`src/rtl/calc_entry_ctrl.sv`:
```
// Keypad-entry controller feeding a combinational add/sub unit: builds two decimal
// operands from key presses, launches one add or subtract, and holds the result for display.
module calc_entry_ctrl #(
    parameter int WIDTH = 8
) (
    input  logic             clk_i,
    input  logic             rst_ni,
    input  logic             key_valid_i,
    input  logic [3:0]       key_code_i,
    output logic             key_ready_o,
    output logic [WIDTH-1:0] add_a_o,
    output logic [WIDTH-1:0] add_b_o,
    output logic             add_sub_o,
    input  logic [WIDTH-1:0] add_s_i,
    input  logic             add_cout_i,
    output logic [WIDTH-1:0] result_o,
    output logic             carry_o,
    output logic             result_valid_o,
    output logic             digit_drop_o,
    output logic [WIDTH-1:0] disp_o
);

    localparam int EW = WIDTH + 4;
    localparam logic [3:0] KEY_ADD = 4'd10;
    localparam logic [3:0] KEY_SUB = 4'd11;
    localparam logic [3:0] KEY_EQ  = 4'd12;
    localparam logic [3:0] KEY_CLR = 4'd13;

    typedef enum logic [1:0] {
        ENTER_A = 2'd0,
        ENTER_B = 2'd1,
        EXEC    = 2'd2,
        DONE    = 2'd3
    } state_t;

    state_t           state_reg;
    logic [WIDTH-1:0] acc_a_reg;
    logic [WIDTH-1:0] acc_b_reg;
    logic             op_reg;
    logic             b_digit_reg;
    logic [WIDTH-1:0] result_reg;
    logic             carry_reg;
    logic             result_valid_reg;
    logic             digit_drop_reg;

    logic [EW-1:0]    acc_sel;
    logic [EW-1:0]    acc_new;
    logic             digit_fits;
    logic             is_digit;
    logic             is_op;
    logic             key_fire;

    assign key_ready_o = (state_reg != EXEC);
    assign key_fire    = key_valid_i & key_ready_o;
    assign is_digit    = (key_code_i <= 4'd9);
    assign is_op       = (key_code_i == KEY_ADD) || (key_code_i == KEY_SUB);

    // Widened multiply-accumulate; any bit above WIDTH means the operand would overflow.
    assign acc_sel    = (state_reg == ENTER_B) ? {4'b0, acc_b_reg} : {4'b0, acc_a_reg};
    assign acc_new    = acc_sel * EW'(10) + EW'(key_code_i);
    assign digit_fits = (acc_new[EW-1:WIDTH] == '0);

    always_ff @(posedge clk_i or negedge rst_ni) begin
        if (!rst_ni) begin
            state_reg        <= ENTER_A;
            acc_a_reg        <= '0;
            acc_b_reg        <= '0;
            op_reg           <= 1'b0;
            b_digit_reg      <= 1'b0;
            result_reg       <= '0;
            carry_reg        <= 1'b0;
            result_valid_reg <= 1'b0;
            digit_drop_reg   <= 1'b0;
        end else begin
            result_valid_reg <= 1'b0;
            digit_drop_reg   <= 1'b0;
            case (state_reg)
                ENTER_A: if (key_fire) begin
                    if (is_digit) begin
                        if (digit_fits) acc_a_reg <= acc_new[WIDTH-1:0];
                        else            digit_drop_reg <= 1'b1;
                    end else if (is_op) begin
                        op_reg      <= (key_code_i == KEY_SUB);
                        acc_b_reg   <= '0;
                        b_digit_reg <= 1'b0;
                        state_reg   <= ENTER_B;
                    end else if (key_code_i == KEY_CLR) begin
                        acc_a_reg <= '0;
                    end
                end
                ENTER_B: if (key_fire) begin
                    if (is_digit) begin
                        if (digit_fits) begin
                            acc_b_reg   <= acc_new[WIDTH-1:0];
                            b_digit_reg <= 1'b1;
                        end else begin
                            digit_drop_reg <= 1'b1;
                        end
                    end else if (is_op) begin
                        // Operator may only be corrected before B has any digits.
                        if (!b_digit_reg) op_reg <= (key_code_i == KEY_SUB);
                    end else if (key_code_i == KEY_EQ) begin
                        state_reg <= EXEC;
                    end else if (key_code_i == KEY_CLR) begin
                        acc_a_reg   <= '0;
                        acc_b_reg   <= '0;
                        op_reg      <= 1'b0;
                        b_digit_reg <= 1'b0;
                        result_reg  <= '0;
                        carry_reg   <= 1'b0;
                        state_reg   <= ENTER_A;
                    end
                end
                EXEC: begin
                    result_reg       <= add_s_i;
                    carry_reg        <= add_cout_i;
                    result_valid_reg <= 1'b1;
                    state_reg        <= DONE;
                end
                DONE: if (key_fire) begin
                    if (is_op) begin
                        acc_a_reg   <= result_reg;
                        op_reg      <= (key_code_i == KEY_SUB);
                        acc_b_reg   <= '0;
                        b_digit_reg <= 1'b0;
                        state_reg   <= ENTER_B;
                    end else if (is_digit) begin
                        acc_a_reg <= WIDTH'(key_code_i);
                        state_reg <= ENTER_A;
                    end else if (key_code_i == KEY_CLR) begin
                        acc_a_reg   <= '0;
                        acc_b_reg   <= '0;
                        op_reg      <= 1'b0;
                        b_digit_reg <= 1'b0;
                        result_reg  <= '0;
                        carry_reg   <= 1'b0;
                        state_reg   <= ENTER_A;
                    end
                end
                default: state_reg <= ENTER_A;
            endcase
        end
    end

    assign add_a_o        = acc_a_reg;
    assign add_b_o        = acc_b_reg;
    assign add_sub_o      = op_reg;
    assign result_o       = result_reg;
    assign carry_o        = carry_reg;
    assign result_valid_o = result_valid_reg;
    assign digit_drop_o   = digit_drop_reg;

    always_comb begin
        disp_o = result_reg;
        case (state_reg)
            ENTER_A: disp_o = acc_a_reg;
            ENTER_B: disp_o = acc_b_reg;
            default: disp_o = result_reg;
        endcase
    end

endmodule

```
`config.mk`:
```
export PLATFORM = sky130hd
export DESIGN_NAME = calc_entry_ctrl
export DESIGN_NICKNAME = d
export VERILOG_FILES = /design/src/rtl/calc_entry_ctrl.sv
export SDC_FILE = /design/constraint.sdc
export NUM_CORES = 1
export LEC_CHECK = 0
export CAP_MARGIN = 20
export CELL_PAD_IN_SITES_DETAIL_PLACEMENT = 0
export CELL_PAD_IN_SITES_GLOBAL_PLACEMENT = 1
export CORE_UTILIZATION = 35
export CTS_CLUSTER_SIZE = 24
export DETAILED_ROUTE_END_ITERATION = 10
export GPL_TIMING_DRIVEN = 0
export PLACE_DENSITY = 0.87
export SYNTH_ARGS = -nofsm -noshare
export SYNTH_HDL_FRONTEND = slang
export SYNTH_SLANG_ARGS = --single-unit
```
`constraint.sdc`:
```
create_clock -name clk_i -period 3.6 [get_ports clk_i]
set_clock_uncertainty 0.2 [all_clocks]
set_input_delay 0.72 -clock clk_i [delete_from_list [all_inputs] [get_ports clk_i]]
set_output_delay 0.72 -clock clk_i [all_outputs]
set_load 0.01 [all_outputs]
```
==> impl_metrics.json, run 1 <==
{
  "start_util_pct": 36.2,
  "die_area_um2": 7800,
  "drt-pass1-iter-count": 6,
  "synth-xor-area-share_pct": 3.36,
  "timing.final.crit_share_pct": 99.8,
  "reg2reg_depth": 15,
  "synth_area_per_cell_um2": 8.47,
  "num_rows": 31,
  "rsz0062_at_grt": "yes",
  "insertion_delay_ns": 0.29,
  "chipHeight_um": 88.3,
  "yosysUniqueCellTypes": 59,
  "ioPinCount": 53,
  "gp_congestion": 0.901,
  "syn-cell-area_um2": 2610,
  "multi_input_area_um2": 1970,
  "synthSimpleGateAreaFrac_pct": 18.7,
  "hold_viol": 0,
  "worst_pin_slew_ns": 1.12,
  "cap_violations": 0,
  "hold_slack_ns": 0.272,
  "areaGrowthSynthToFinish_pct": 48.3,
  "num_vias": 2852,
  "maxSlewHeadroom_pct": 23.4,
  "reg2reg_slack_ns": 0.008,
  "grt_pass1_vias": 2576,
  "h-tree-depth": 2,
  "r2r_start": "state_reg[0]",
  "io_buffer_count": 50,
  "cts_buffer_depth": 2,
  "synth_compound_area_share_pct": 28.5,
  "cts-root-buf": "clkbuf_8",
  "ys_seq_elements": 31,
  "drcViolationCount": 0,
  "post-dp-hpwl_mm": 6.28,
  "drt_wl_total_mm": 9.14,
  "grt_start_max_net_pins": 32,
  "yosys.area.top_type": "dfrtp_1",
  "regArea_um2": 777,
  "pre_cts_ws_ns": -0.670,
  "fin_ws_ns": 0.00787,
  "vdd_ir_drop_max_v": 0.000307,
  "syn_nets": 339,
  "setup_violations": 0,
  "syn_inst": 308,
  "total_power_mw": 4.15,
  "ant_nets": 0,
  "cp-start-kind": "register",
  "coreArea_um2": 7210,
  "r2r-end": "add_a_o[2]",
  "status": "finished, final reports clean",
  "synthMuxAreaShare_pct": 6.04,
  "fin_util_pct": 53.6,
  "fin_crit_ns": 3.59,
  "crit_type": "register to register",
  "cts_buffers": 5,
  "fin_nets": 416,
  "netlist.area_leader.share_pct": 29.7,
  "track_usage_pct": 23.9,
  "hold_path_class": "input port to asynchronous set/reset pin",
  "grt_pass1_wl_mm": 13.9,
  "seq_area_frac_synth_pct": 29.7,
  "powerDensity_nw_per_um2": 1070,
  "synth_fa_ha_area_share_pct": 7.77,
  "die-width_um": 88.3,
  "layout-drive-gt1-share_pct": 25.1,
  "synth_area_leaders": "dfrtp_1 30%, ha_1 6.2%, nand2_1 5.6%, mux2i_1 4.6%, nor2_1 4.5%",
  "tns_ns": 0,
  "worst_ep_arrival_time_ns": 3.57,
  "wl_per_cell_um": 18.8,
  "synth-edff-count": 0,
  "synthMostInstantiatedCell": "nand2_1",
  "grt_overflow": 0,
  "viasPerCell": 5.88,
  "cts.sinks": 31,
  "finalMaxSlewViolations": 0,
  "synth_common_cells": "39 x nand2_1, 31 x dfrtp_1, 31 x nor2_1",
  "fmaxAchievable_ghz": 0.278,
  "leakagePower_nw": 1.63,
  "fillCellCount": 663,
  "path_clk_slew_ns": 0.07,
  "drtIter0Drc": 220,
  "antenna_found_initial": 0,
  "synth_top_family_by_area": "compound AO/OA/AOI/OAI gates",
  "crit_fanout": 6,
  "setup.worst_path.end_class": "register",
  "required_ns": 3.58,
  "antenna_cells": 0,
  "synth_ff_type": "dfrtp_1",
  "cts_tree": "done",
  "ys_warn_count": 0,
  "postSynth.asyncResetShare_pct": 100
}
cells by family after synthesis:
logic type,Yosys count
compound gates,100
buf+inv,33
mux,15
flops,31
fa+ha+maj,15
xor+xnor,10
simple gates,104
worst max-delay path by stage:
| stage | cells after the start | endpoint | from | slack, ns |
|---|---|---|---|---|
| 3_5_place_dp | 16 | add_a_o[2] | state_reg[0] | -0.67 |
| 5_1_grt | 15 | add_a_o[6] | state_reg[1] | -0.18 |
| 2_1_floorplan | 16 | add_b_o[4] | state_reg[0] | 0.003 |
| 6_report | 15 | add_a_o[2] | state_reg[0] | 0.008 |
| 3_3_place_gp | 16 | add_a_o[1] | state_reg[0] | -0.65 |
| 4_1_cts | 13 | add_b_o[6] | state_reg[1] | 0.007 |
worst max-delay path, stage by stage, from the launching register on:
cell and delay, ns:
dfrtp_2 0.45, nand2b_4 0.12, buf_12 0.13, mux2i_4 0.24, xor2_1 0.19, ha_2 0.21
inv_2 0.04, fa_2 0.38, nand2b_4 0.16, a21oi_4 0.15, xnor2_1 0.14, nand4b_1 0.22
a21oi_4 0.32, buf_6 0.18, a31oi_4 0.14, o2bb2ai_2 0.19
cell type report:
type                       instances  area share, %
buffer                            15           2.55
clock buffer                       6           2.13
clock inverter                     2          0.906
inverter                          15           1.46
multi-input combinational        244           50.8
sequential                        31           20.1
tap                               99           3.20
timing repair buffer              73           18.9
stage by stage:
stage,cells,cell area [µm²]
floorplan,308,2610
global placement,457,3230
detailed placement,457,3230
CTS,479,3610
global route,485,3870
finish,485,3870
repair_timing:
item                                    CTS  global route
hold buffers                              0             0
gates resized for setup                  27            47
endpoints found under the setup margin   26            26
setup buffers                            12            10
cloned                                    2             0
pin swaps                                11            18
routing by layer:
layer | GRT usage [%] | up-vias | wire length [µm] | share of wire, %
li1 | - | 1288 | - | -
met5 | 0 | - | 0 | 0
met2 | 37.3 | 153 | 4210 | 46
met4 | 8.65 | 0 | 252 | 2.8
met1 | 33.3 | 1384 | 4010 | 44
met3 | 4.01 | 27 | 667 | 7.3
cell usage in the layout (no fill, tap or decap), types with 3 or more instances in the layout:
cell,count
mux2i_1,9
nor3_1,10
buf_6,5
a21o_1,7
a221o_1,3
o2bb2ai_1,5
clkdlybuf4s50_1,49
xnor2_1,4
clkbuf_8,6
nand2_1,34
a22o_1,10
mux2i_4,3
nor2_2,4
nor2b_1,4
buf_4,17
o2bb2ai_2,6
nor2_1,26
ha_1,10
xor2_1,3
clkbuf_1,4
a21oi_1,10
o21ai_0,19
dfrtp_1,30
a31oi_1,4
inv_1,13
nand2b_4,3
mux2_4,3
o211ai_1,3
buf_12,3
buf_2,5
nand2_2,6
a21oi_4,3
a22oi_1,5
where the power goes:
| part | switching (mW) | total [mW] | internal [mW] |
|---|---|---|---|
| clock | 0.142 | 0.366 | 0.224 |
| sequential | 0.181 | 0.656 | 0.475 |
| combinational | 1.57 | 3.13 | 1.56 |
| total | 1.89 | 4.15 | 2.26 |
Note: power is estimated with default switching activity, not from simulation.
==> inputs of run 2 (changes only) <==
- PLACE_DENSITY: 0.87 -> 0.77
- REMOVE_ABC_BUFFERS: default -> 1
==> impl_metrics.json, run 2 (synthesis gave the netlist of run 1 again) <==
{
  "combPwrFrac_pct": 74.7,
  "powerDensity_nw_per_um2": 1040,
  "leakagePower_nw": 1.66,
  "num_rows": 31,
  "grt_pass1_wl_mm": 13.8,
  "areaGrowthSynthToFinish_pct": 49.2,
  "cts_tree": "done",
  "worst_ep_arrival_time_ns": 3.59,
  "fmaxAchievable_ghz": 0.279,
  "drt_wl_total_mm": 9.14,
  "hold_viol": 0,
  "setup_violations": 0,
  "grt_start_max_net_pins": 32,
  "final_cells": 480,
  "drcViolationCount": 2,
  "track_usage_pct": 23.4,
  "cts_buffers": 5,
  "reg2reg_depth": 16,
  "antenna_cells": 0,
  "clkPwrFrac_pct": 9.0,
  "post-dp-hpwl_mm": 5.82,
  "internal_power_mw": 2.20,
  "viasPerCell": 5.77,
  "finalMaxSlewViolations": 0,
  "insertion_delay_ns": 0.28,
  "gp_congestion": 0.936,
  "grt_overflow": 0,
  "drtIter0Drc": 199,
  "cap_violations": 0,
  "power_switching_mw": 1.84,
  "violations": "design-rule violations",
  "timing.final.crit_share_pct": 99.7,
  "total_power_mw": 4.04,
  "p_seq_share_pct": 16.3,
  "cts.sinks": 31,
  "hold_path_class": "input port to asynchronous set/reset pin",
  "cts_hold_buffers": 0,
  "vdd_ir_drop_max_v": 0.000312,
  "h-tree-depth": 2,
  "path_clk_slew_ns": 0.07,
  "coreArea_um2": 7210,
  "critPathCapture": "add_a_o[2]",
  "ioPinCount": 53,
  "crit_fanout": 8,
  "tns_ns": 0,
  "die-width_um": 88.3,
  "rsz0062_at_grt": "yes",
  "r2r_start": "state_reg[1]",
  "wl_per_cell_um": 19.0,
  "fin_nets": 411,
  "chipHeight_um": 88.3,
  "setup.worst_path.end_class": "register",
  "r2r-end": "add_a_o[2]",
  "status": "finished with violations",
  "drt-pass1-iter-count": 8,
  "layout-drive-gt1-share_pct": 26.0,
  "fin_crit_ns": 3.59,
  "mostFrequentLayoutCell": "clkdlybuf4s50_1",
  "worst_pin_slew_ns": 0.917,
  "die_area_um2": 7800,
  "ant_nets": 0,
  "cts_buffer_depth": 2,
  "crit_type": "register to register",
  "num_vias": 2768,
  "final_cell_mix": "49 x clkdlybuf4s50_1, 31 x nand2_1, 29 x dfrtp_1",
  "grt_pass1_vias": 2567,
  "crit_start": "state_reg[1]",
  "required_ns": 3.61,
  "switching_share_pct": 45.5,
  "maxSlewHeadroom_pct": 38.6,
  "cp-start-kind": "register",
  "start_util_pct": 36.2,
  "cts-root-buf": "clkbuf_8",
  "reg2reg_slack_ns": 0.01,
  "io_buffer_count": 52,
  "antenna_found_initial": 0,
  "placed_cells": 442
}
[run 2: per-layer routing]
layer  track usage [%]  part of all wire (%)
met2              38.5                    47
met1              32.7                    44
met3              3.17                   6.8
met4              5.43                   2.1
met5                 0                     0
[run 2: what timing repair did]
item | in CTS | in global routing
resized for setup | 30 | 47
buffers inserted | 23 | 7
setup endpoints to repair | 18 | 18
cloned | 1 | 0
pin swaps | 12 | 20
[run 2: area by class of cell]
class                      instances  area (µm²)
fill                             678        3320
timing repair buffer              83         830
sequential                        31         781
inverter                          15        60.1
multi-input combinational        244        1980
clock buffer                       6        82.6
clock inverter                     2        35.0
tap                               99         124
[run 2: metrics by stage]
step | util, % | cell area (µm²) | hold slack (ns) | setup slack, ns
6_report | 54.0 | 3890 | 0.285 | 0.0116
5_1_grt | 54.0 | 3890 | 0.345 | -0.0978
4_1_cts | 50.5 | 3640 | 0.311 | -0.00884
3_5_place_dp | 44.1 | 3180 | 0.289 | -1.50
3_3_place_gp | 43.7 | 3160 | 0.283 | -1.66
2_1_floorplan | - | 2510 | 0.224 | -0.533
[run 2: power groups by stage]
stage / clock (mW) / combinational (mW) / sequential, mW
floorplan: 0 / 1.29 / 0.689
global placement: 0 / 2.01 / 0.707
detailed placement: 0 / 2.10 / 0.673
CTS: 0.371 / 2.66 / 0.640
global route: 0.383 / 3.23 / 0.679
finish: 0.364 / 3.02 / 0.659
[run 2: worst min path at each step]
stage,start,to,cells past startpoint
after CTS,rst_ni,add_sub_o,1
after global placement,carry_o,carry_o,1
after detailed placement,add_sub_o,add_sub_o,1
final,rst_ni,b_digit_reg,1
after global routing,rst_ni,add_b_o[3],1
after floorplan,rst_ni,add_a_o[0],0
[run 2: critical path, stage by stage (launching register included)]
cell       delay, ns
dfrtp_4         0.49
nand2b_4        0.22
buf_4           0.17
nand2_1         0.08
nand2_2         0.10
ha_4            0.18
ha_4            0.15
inv_2           0.05
fa_2            0.45
nand2b_4        0.18
nor3_1          0.14
nand4b_1        0.24
a21oi_4         0.34
buf_6           0.17
a21oi_4         0.06
buf_12          0.17
o2bb2ai_1       0.13
==> inputs of run 3 (changes only) <==
- HOLD_SLACK_MARGIN: default -> 0.02
==> results of run 3 <==
Same layout as run 2: the final DEF is identical, and so are final timing and power.
